## src/rtl/reservation_station_pkg.sv

```systemverilog
// Shared constants for the reservation station: default sizes and the ALU/branch opcode map.
package reservation_station_pkg;

    localparam int RS_SIZE_BIT_DEF   = 3;
    localparam int ROB_WIDTH_BIT_DEF = 5;

    typedef enum logic [3:0] {
        OP_ADD  = 4'd0,
        OP_SUB  = 4'd1,
        OP_AND  = 4'd2,
        OP_OR   = 4'd3,
        OP_XOR  = 4'd4,
        OP_SLL  = 4'd5,
        OP_SRL  = 4'd6,
        OP_SRA  = 4'd7,
        OP_SLT  = 4'd8,
        OP_SLTU = 4'd9,
        OP_BEQ  = 4'd10,
        OP_BNE  = 4'd11,
        OP_BLT  = 4'd12,
        OP_BGE  = 4'd13,
        OP_BLTU = 4'd14,
        OP_BGEU = 4'd15
    } alu_op_e;

endpackage

```

## src/rtl/reservation_station_alu.sv

```systemverilog
// Combinational ALU: 32-bit wrap arithmetic/logic ops, and branch compares returning 1/0.
module reservation_station_alu
    import reservation_station_pkg::*;
(
    input  logic [3:0]  op_i,
    input  logic [31:0] a_i,
    input  logic [31:0] b_i,
    output logic [31:0] res_o
);

    logic [4:0] shamt_s;
    assign shamt_s = b_i[4:0];

    // Opcode decode and evaluation
    always_comb begin
        res_o = 32'd0;
        case (op_i)
            OP_ADD:  res_o = a_i + b_i;
            OP_SUB:  res_o = a_i - b_i;
            OP_AND:  res_o = a_i & b_i;
            OP_OR:   res_o = a_i | b_i;
            OP_XOR:  res_o = a_i ^ b_i;
            OP_SLL:  res_o = a_i << shamt_s;
            OP_SRL:  res_o = a_i >> shamt_s;
            OP_SRA:  res_o = $signed(a_i) >>> shamt_s;
            OP_SLT:  res_o = {31'd0, $signed(a_i) < $signed(b_i)};
            OP_SLTU: res_o = {31'd0, a_i < b_i};
            OP_BEQ:  res_o = {31'd0, a_i == b_i};
            OP_BNE:  res_o = {31'd0, a_i != b_i};
            OP_BLT:  res_o = {31'd0, $signed(a_i) < $signed(b_i)};
            OP_BGE:  res_o = {31'd0, $signed(a_i) >= $signed(b_i)};
            OP_BLTU: res_o = {31'd0, a_i < b_i};
            OP_BGEU: res_o = {31'd0, a_i >= b_i};
            default: res_o = 32'd0;
        endcase
    end

endmodule

```

## src/rtl/reservation_station.sv

```systemverilog
// Reservation station: dispatch, tag wakeup, single-issue select and a registered result broadcast.
// Define RS_OLDEST_FIRST_EN to select the ready entry oldest in ROB order instead of lowest index.
module reservation_station
    import reservation_station_pkg::*;
#(
    parameter int RS_SIZE_BIT   = RS_SIZE_BIT_DEF,
    parameter int ROB_WIDTH_BIT = ROB_WIDTH_BIT_DEF
) (
    input  logic                     clk_in,
    input  logic                     rst_in,
    input  logic                     rdy_in,
    input  logic                     clear,
    input  logic                     inst_valid,
    input  logic [3:0]               inst_op,
    input  logic [31:0]              inst_vj,
    input  logic [31:0]              inst_vk,
    input  logic                     inst_qj_busy,
    input  logic                     inst_qk_busy,
    input  logic [ROB_WIDTH_BIT-1:0] inst_qj,
    input  logic [ROB_WIDTH_BIT-1:0] inst_qk,
    input  logic [ROB_WIDTH_BIT-1:0] inst_dest,
    input  logic [ROB_WIDTH_BIT-1:0] rob_head,
    input  logic                     lsb_is_set,
    input  logic [ROB_WIDTH_BIT-1:0] lsb_set_id,
    input  logic [31:0]              lsb_set_val,
    output logic                     full,
    output logic                     rs_is_set,
    output logic [ROB_WIDTH_BIT-1:0] rs_set_id,
    output logic [31:0]              rs_set_val
);

    localparam int RS_SIZE = 1 << RS_SIZE_BIT;

    typedef struct packed {
        logic                     busy_j;
        logic                     busy_k;
        logic [ROB_WIDTH_BIT-1:0] qj;
        logic [ROB_WIDTH_BIT-1:0] qk;
        logic [31:0]              vj;
        logic [31:0]              vk;
        logic [3:0]               op;
        logic [ROB_WIDTH_BIT-1:0] dest;
    } entry_t;

    logic [RS_SIZE-1:0]       valid_q, valid_d;
    entry_t                   ent_q [RS_SIZE];
    entry_t                   ent_d [RS_SIZE];
    logic                     rs_is_set_q;
    logic [ROB_WIDTH_BIT-1:0] rs_set_id_q;
    logic [31:0]              rs_set_val_q;

    logic [RS_SIZE-1:0]       ready_s, issue_oh_s, alloc_oh_s, free_s;
    logic                     sel_found_s, alloc_found_s, alloc_en_s, full_s;
    logic [RS_SIZE_BIT-1:0]   sel_idx_s, alloc_idx_s;
    entry_t                   new_ent_s;
    logic [31:0]              alu_res_s;

    // Operand wakeup: {busy, value} after checking both broadcast buses; LSB wins on a tag tie.
    function automatic logic [32:0] wake(input logic busy, input logic [ROB_WIDTH_BIT-1:0] q,
                                         input logic [31:0] v);
        logic [32:0] r;
        if (busy && lsb_is_set && (q == lsb_set_id)) begin
            r = {1'b0, lsb_set_val};
        end else if (busy && rs_is_set_q && (q == rs_set_id_q)) begin
            r = {1'b0, rs_set_val_q};
        end else begin
            r = {busy, v};
        end
        return r;
    endfunction

    assign full_s = &valid_q;

    // Ready vector from registered state only
    always_comb begin
        ready_s = '0;
        for (int i = 0; i < RS_SIZE; i++) begin
            ready_s[i] = valid_q[i] & ~ent_q[i].busy_j & ~ent_q[i].busy_k;
        end
    end

`ifdef RS_OLDEST_FIRST_EN
    logic [ROB_WIDTH_BIT-1:0] age_s, best_age_s;
    logic                     take_s;

    // Oldest-first select: smallest distance from the ROB head, ties to the lower index
    always_comb begin
        sel_found_s = 1'b0;
        sel_idx_s   = '0;
        best_age_s  = '0;
        age_s       = '0;
        take_s      = 1'b0;
        for (int i = 0; i < RS_SIZE; i++) begin
            age_s       = ent_q[i].dest - rob_head;
            take_s      = ready_s[i] & (~sel_found_s | (age_s < best_age_s));
            sel_idx_s   = take_s ? RS_SIZE_BIT'(i) : sel_idx_s;
            best_age_s  = take_s ? age_s : best_age_s;
            sel_found_s = sel_found_s | take_s;
        end
    end
`else
    logic rob_head_unused_s;
    assign rob_head_unused_s = ^rob_head;

    // Lowest-index select: scan downward so the last hit is the lowest ready entry
    always_comb begin
        sel_found_s = 1'b0;
        sel_idx_s   = '0;
        for (int i = RS_SIZE - 1; i >= 0; i--) begin
            sel_found_s = sel_found_s | ready_s[i];
            sel_idx_s   = ready_s[i] ? RS_SIZE_BIT'(i) : sel_idx_s;
        end
    end
`endif

    // Issue one-hot and allocation; an entry issuing this cycle counts as free
    always_comb begin
        free_s        = ~valid_q;
        alloc_found_s = 1'b0;
        alloc_idx_s   = '0;
        for (int i = 0; i < RS_SIZE; i++) begin
            issue_oh_s[i] = sel_found_s & (sel_idx_s == RS_SIZE_BIT'(i));
            free_s[i]     = free_s[i] | issue_oh_s[i];
        end
        for (int i = RS_SIZE - 1; i >= 0; i--) begin
            alloc_found_s = alloc_found_s | free_s[i];
            alloc_idx_s   = free_s[i] ? RS_SIZE_BIT'(i) : alloc_idx_s;
        end
        alloc_en_s = inst_valid & ~full_s & ~clear & alloc_found_s;
        for (int i = 0; i < RS_SIZE; i++) begin
            alloc_oh_s[i] = alloc_en_s & (alloc_idx_s == RS_SIZE_BIT'(i));
        end
    end

    // Incoming entry, with same-cycle broadcast capture applied
    always_comb begin
        new_ent_s      = '0;
        new_ent_s.qj   = inst_qj;
        new_ent_s.qk   = inst_qk;
        new_ent_s.op   = inst_op;
        new_ent_s.dest = inst_dest;
        {new_ent_s.busy_j, new_ent_s.vj} = wake(inst_qj_busy, inst_qj, inst_vj);
        {new_ent_s.busy_k, new_ent_s.vk} = wake(inst_qk_busy, inst_qk, inst_vk);
    end

    // Entry next state: wakeup, then issue-free, allocation and flush
    always_comb begin
        valid_d = '0;
        for (int i = 0; i < RS_SIZE; i++) begin
            ent_d[i] = ent_q[i];
            {ent_d[i].busy_j, ent_d[i].vj} = wake(ent_q[i].busy_j, ent_q[i].qj, ent_q[i].vj);
            {ent_d[i].busy_k, ent_d[i].vk} = wake(ent_q[i].busy_k, ent_q[i].qk, ent_q[i].vk);
            ent_d[i]   = alloc_oh_s[i] ? new_ent_s : ent_d[i];
            valid_d[i] = ~clear & (alloc_oh_s[i] | (valid_q[i] & ~issue_oh_s[i]));
        end
    end

    reservation_station_alu u_alu (
        .op_i  (ent_q[sel_idx_s].op),
        .a_i   (ent_q[sel_idx_s].vj),
        .b_i   (ent_q[sel_idx_s].vk),
        .res_o (alu_res_s)
    );

    // State and result registers; rdy_in low freezes everything
    always_ff @(posedge clk_in or posedge rst_in) begin
        if (rst_in) begin
            valid_q      <= '0;
            rs_is_set_q  <= 1'b0;
            rs_set_id_q  <= '0;
            rs_set_val_q <= 32'd0;
            for (int i = 0; i < RS_SIZE; i++) begin
                ent_q[i] <= '0;
            end
        end else if (rdy_in) begin
            valid_q     <= valid_d;
            rs_is_set_q <= sel_found_s & ~clear;
            for (int i = 0; i < RS_SIZE; i++) begin
                ent_q[i] <= ent_d[i];
            end
            if (sel_found_s & ~clear) begin
                rs_set_id_q  <= ent_q[sel_idx_s].dest;
                rs_set_val_q <= alu_res_s;
            end
        end
    end

    assign full       = full_s;
    assign rs_is_set  = rs_is_set_q;
    assign rs_set_id  = rs_set_id_q;
    assign rs_set_val = rs_set_val_q;

endmodule
```

## config.mk

```make
export PLATFORM = sky130hd
export DESIGN_NAME = reservation_station
export DESIGN_NICKNAME = d
export VERILOG_FILES = /design/src/rtl/reservation_station_pkg.sv /design/src/rtl/reservation_station_alu.sv /design/src/rtl/reservation_station.sv
export SDC_FILE = /design/constraint.sdc
export NUM_CORES = 2
export LEC_CHECK = 0
export CORE_ASPECT_RATIO = 1.4
export CORE_UTILIZATION = 49
export CTS_BUF_LIST = sky130_fd_sc_hd__clkbuf_4 sky130_fd_sc_hd__clkbuf_8
export CTS_CLUSTER_DIAMETER = 60
export DETAILED_ROUTE_END_ITERATION = 6
export PLACE_DENSITY = 0.65
export SYNTH_ARGS = -nofsm -noshare
export SYNTH_HDL_FRONTEND = slang
export SYNTH_HIERARCHICAL = 1
export SYNTH_SLANG_ARGS = --single-unit
```

## constraint.sdc

```tcl
create_clock -name clk_in -period 36.5 [get_ports clk_in]
set_input_delay 10.95 -clock clk_in [delete_from_list [all_inputs] [get_ports clk_in]]
set_output_delay 10.95 -clock clk_in [all_outputs]
set_load 0.05 [all_outputs]
```

==> metrics.txt <==
status finished, violations left; failing checks design-rule violations, max-capacitance violations, max-slew violations; Tcrit/Tclk final 0.428; first-pass iteration count of the detailed router 7; # setup viols final 0; Hold Slack around 480 ps; final-report hold violation count 0; worst relative slew slack -0.167; reg2reg start ent_q[169]$_DFFE_PP0P_; net switching fraction of the power 0.527; largest net degree at the start of global routing 172; net switching power between 2 and 2.5 mW; syn nets between 6000 and 7000; RSZ-0062 raised after global routing false; Max Clock Freq about 64 MHz; die area 117000 um2; RePlAce Congestion 1.14; wirelength, routed between 300000 and 400000 um; setup bufs post-CTS 0; sequential share of the synthesized area 0.322; cell area after synthesis 56500 um2; Vias/cell 7.78; drt wl/cell approximately 38 um; Num CTS Buffers 115; hold wc startpoint ent_q[637]$_DFFE_PP0P_; number of synthesized flops with an enable pin 0; sequential share of power 0.223; Max FO, Critical Path 46; list of most frequent post-synthesis cells dfrtp_1, mux2i_1, clkbuf_1, nand3_1, o21ai_0; arrival time worst endpoint approximately 16000 ps; Syn-to-layout area delta 9.88%; via count 62100; Pleak about 27 nW; share of cells above drive strength 1 0.123; Port Buffers around 170; clk buf depth 3; dominant cells by area after synthesis dfrtp_1, mux2i_1, o211ai_1; DP Wirelength roughly 180000 um; Die X between 200 and 300 um; Logic pwr share 0.610; Worst Tran Pin Value about 1700 ps; CTS clk-pin slew, worst paths approximately 70 ps; Synth Instances 6585; leading cell type by number of instances after synthesis dfrtp_1; Hold Buf Count CTS 0; # rows about 150; Detail Route Antenna Nets 0; Placed Area about 60000 um2; Mean Syn Cell Area about 8.6 um2; Die Y about 400 um; Distinct cells, synth between 100 and 150; maximum vdd drop between 0.00007 and 0.00008 V; post-route cell area between 60000 and 70000 um2; CTS resizes 0; CTS sink count 726; setup TNS 0 ps; Initial Utilization 0.493; top cell type's share of synthesized area 0.322; Post-synth ARST share 1.00; Req. time, crit path roughly 37000 ps; Congestion Overflow GR 0; GRT Util Overall 0.514; final instance count without filler cells about 8000; Synth Flop Type dfrtp_1; Synth Register Bits a little over 700; CTS tree built; crit end category flop; Worst-Skew Late Latency roughly 900 ps; core area 115000 um2; drc violations between 50 and 60; placed insts around 7700; crit start category input pin; cell taking the most area after synthesis dfrtp_1; crit path from clear; internal power 2.20 mW; initial detailed-routing violation count 10200; Max Slew Vio Count 22; Hold Crit Class flop to flop; Top-Level Pins between 150 and 200; YS warnings 6; max cap viols 5; critical path class input pin to flop; number of global-route vias before repair 59100; initial antenna violation count 38; clock network power share 0.166; first-pass GRT wire length around 430000 um; CTS Root Cell clkbuf_8; Worst Clk Skew 88.7 ps; Final Critical Period roughly 16000 ps; pwr dens ~75 nW/um2; nets approximately 6600; Core Util, Final 0.542; htree depth 3
-- critical path: stages --
cell             delay [ps]
clkdlybuf4s50_1         620
nor2b_1                 280
o211a_1                 320
nor4b_2                 870
a21boi_4               1000
buf_4                   730
a21o_1                  840
buf_4                   460
o211ai_1                160
-- power groups by stage --
stage                     clock network (mW)  registers, mW  logic, mW
after global placement                     0           1.04       2.55
final                                  0.772           1.04       2.84
after CTS                              0.763           1.04       2.58
after detailed placement                   0           1.05       2.57
after global routing                   0.800           1.05       2.91
after floorplan                            0           1.10       1.54
-- kinds of logic after synthesis --
logic type,synth area share
simple gates,0.146
buf+inv,0.0675
xor+xnor,0.0277
flops,0.322
compound gates,0.256
fa+ha+maj,0.0222
mux,0.159
-- metrics by stage --
| stage | setup WS (ps) | power, mW |
|---|---|---|
| floorplan | 5180 | 2.64 |
| CTS | 21190 | 4.37 |
| detailed placement | 20310 | 3.62 |
| global route | 21000 | 4.76 |
| global placement | 20370 | 3.59 |
| finish | 20890 | 4.65 |
-- area by class of cell --
type	instances	area, um2
repair buffers	406	3530
diodes	27	67.6
clock inverters	22	160
well taps	1490	1860
fillers	10600	52500
clock buffers	185	2270
inverters	216	818
multi-input cells	4905	35200
flip-flops and latches	726	18200
-- final timing paths --
path	endpoint	slack [ps]	cells past startpoint
setup reg to reg	rs_set_val[31]$_DFFE_PP0P_	26850	19
hold reg to reg	ent_q[637]$_DFFE_PP0P_	480	2
setup / recovery	ent_q[269]$_DFFE_PP0P_	20890	9
max in group asynchronous	ent_q[342]$_DFFE_PP0P_	21670	6
hold / removal	ent_q[637]$_DFFE_PP0P_	480	2
min in group asynchronous	ent_q[488]$_DFFE_PP0P_	10530	2
-- layout by cell type (no fill, tap or decap), types with 70 or more instances in the layout --
master,count
xnor2_1,123
nand3_1,478
nor2_1,381
nor3_1,106
nand2_1,407
a21oi_1,309
ha_1,97
clkdlybuf4s50_1,165
clkbuf_8,141
o221ai_1,187
o21ai_0,476
a221o_1,164
dfrtp_1,726
and3_1,82
mux2_2,172
buf_4,232
a31oi_1,137
mux2i_1,585
inv_1,195
o211ai_1,374
a221oi_1,70
-- routing by layer --
| layer | track usage | vias up | share of wire |
|---|---|---|---|
| met1 | 0.552 | 29500 | 0.31 |
| met2 | 0.705 | 5864 | 0.40 |
| met5 | 0.0470 | - | 0.0032 |
| met4 | 0.490 | 32 | 0.13 |
| li1 | - | 24500 | - |
| met3 | 0.276 | 2160 | 0.16 |
-- registers in the layout (all words and copies together), names as in the netlist --
| name | count |
|---|---|
| rs_set_id | 5 |
| rs_set_val | 32 |
| ent_q | 680 |
| valid_q | 8 |
| rs_is_set | 1 |
Power figures use the tool's default switching activity.
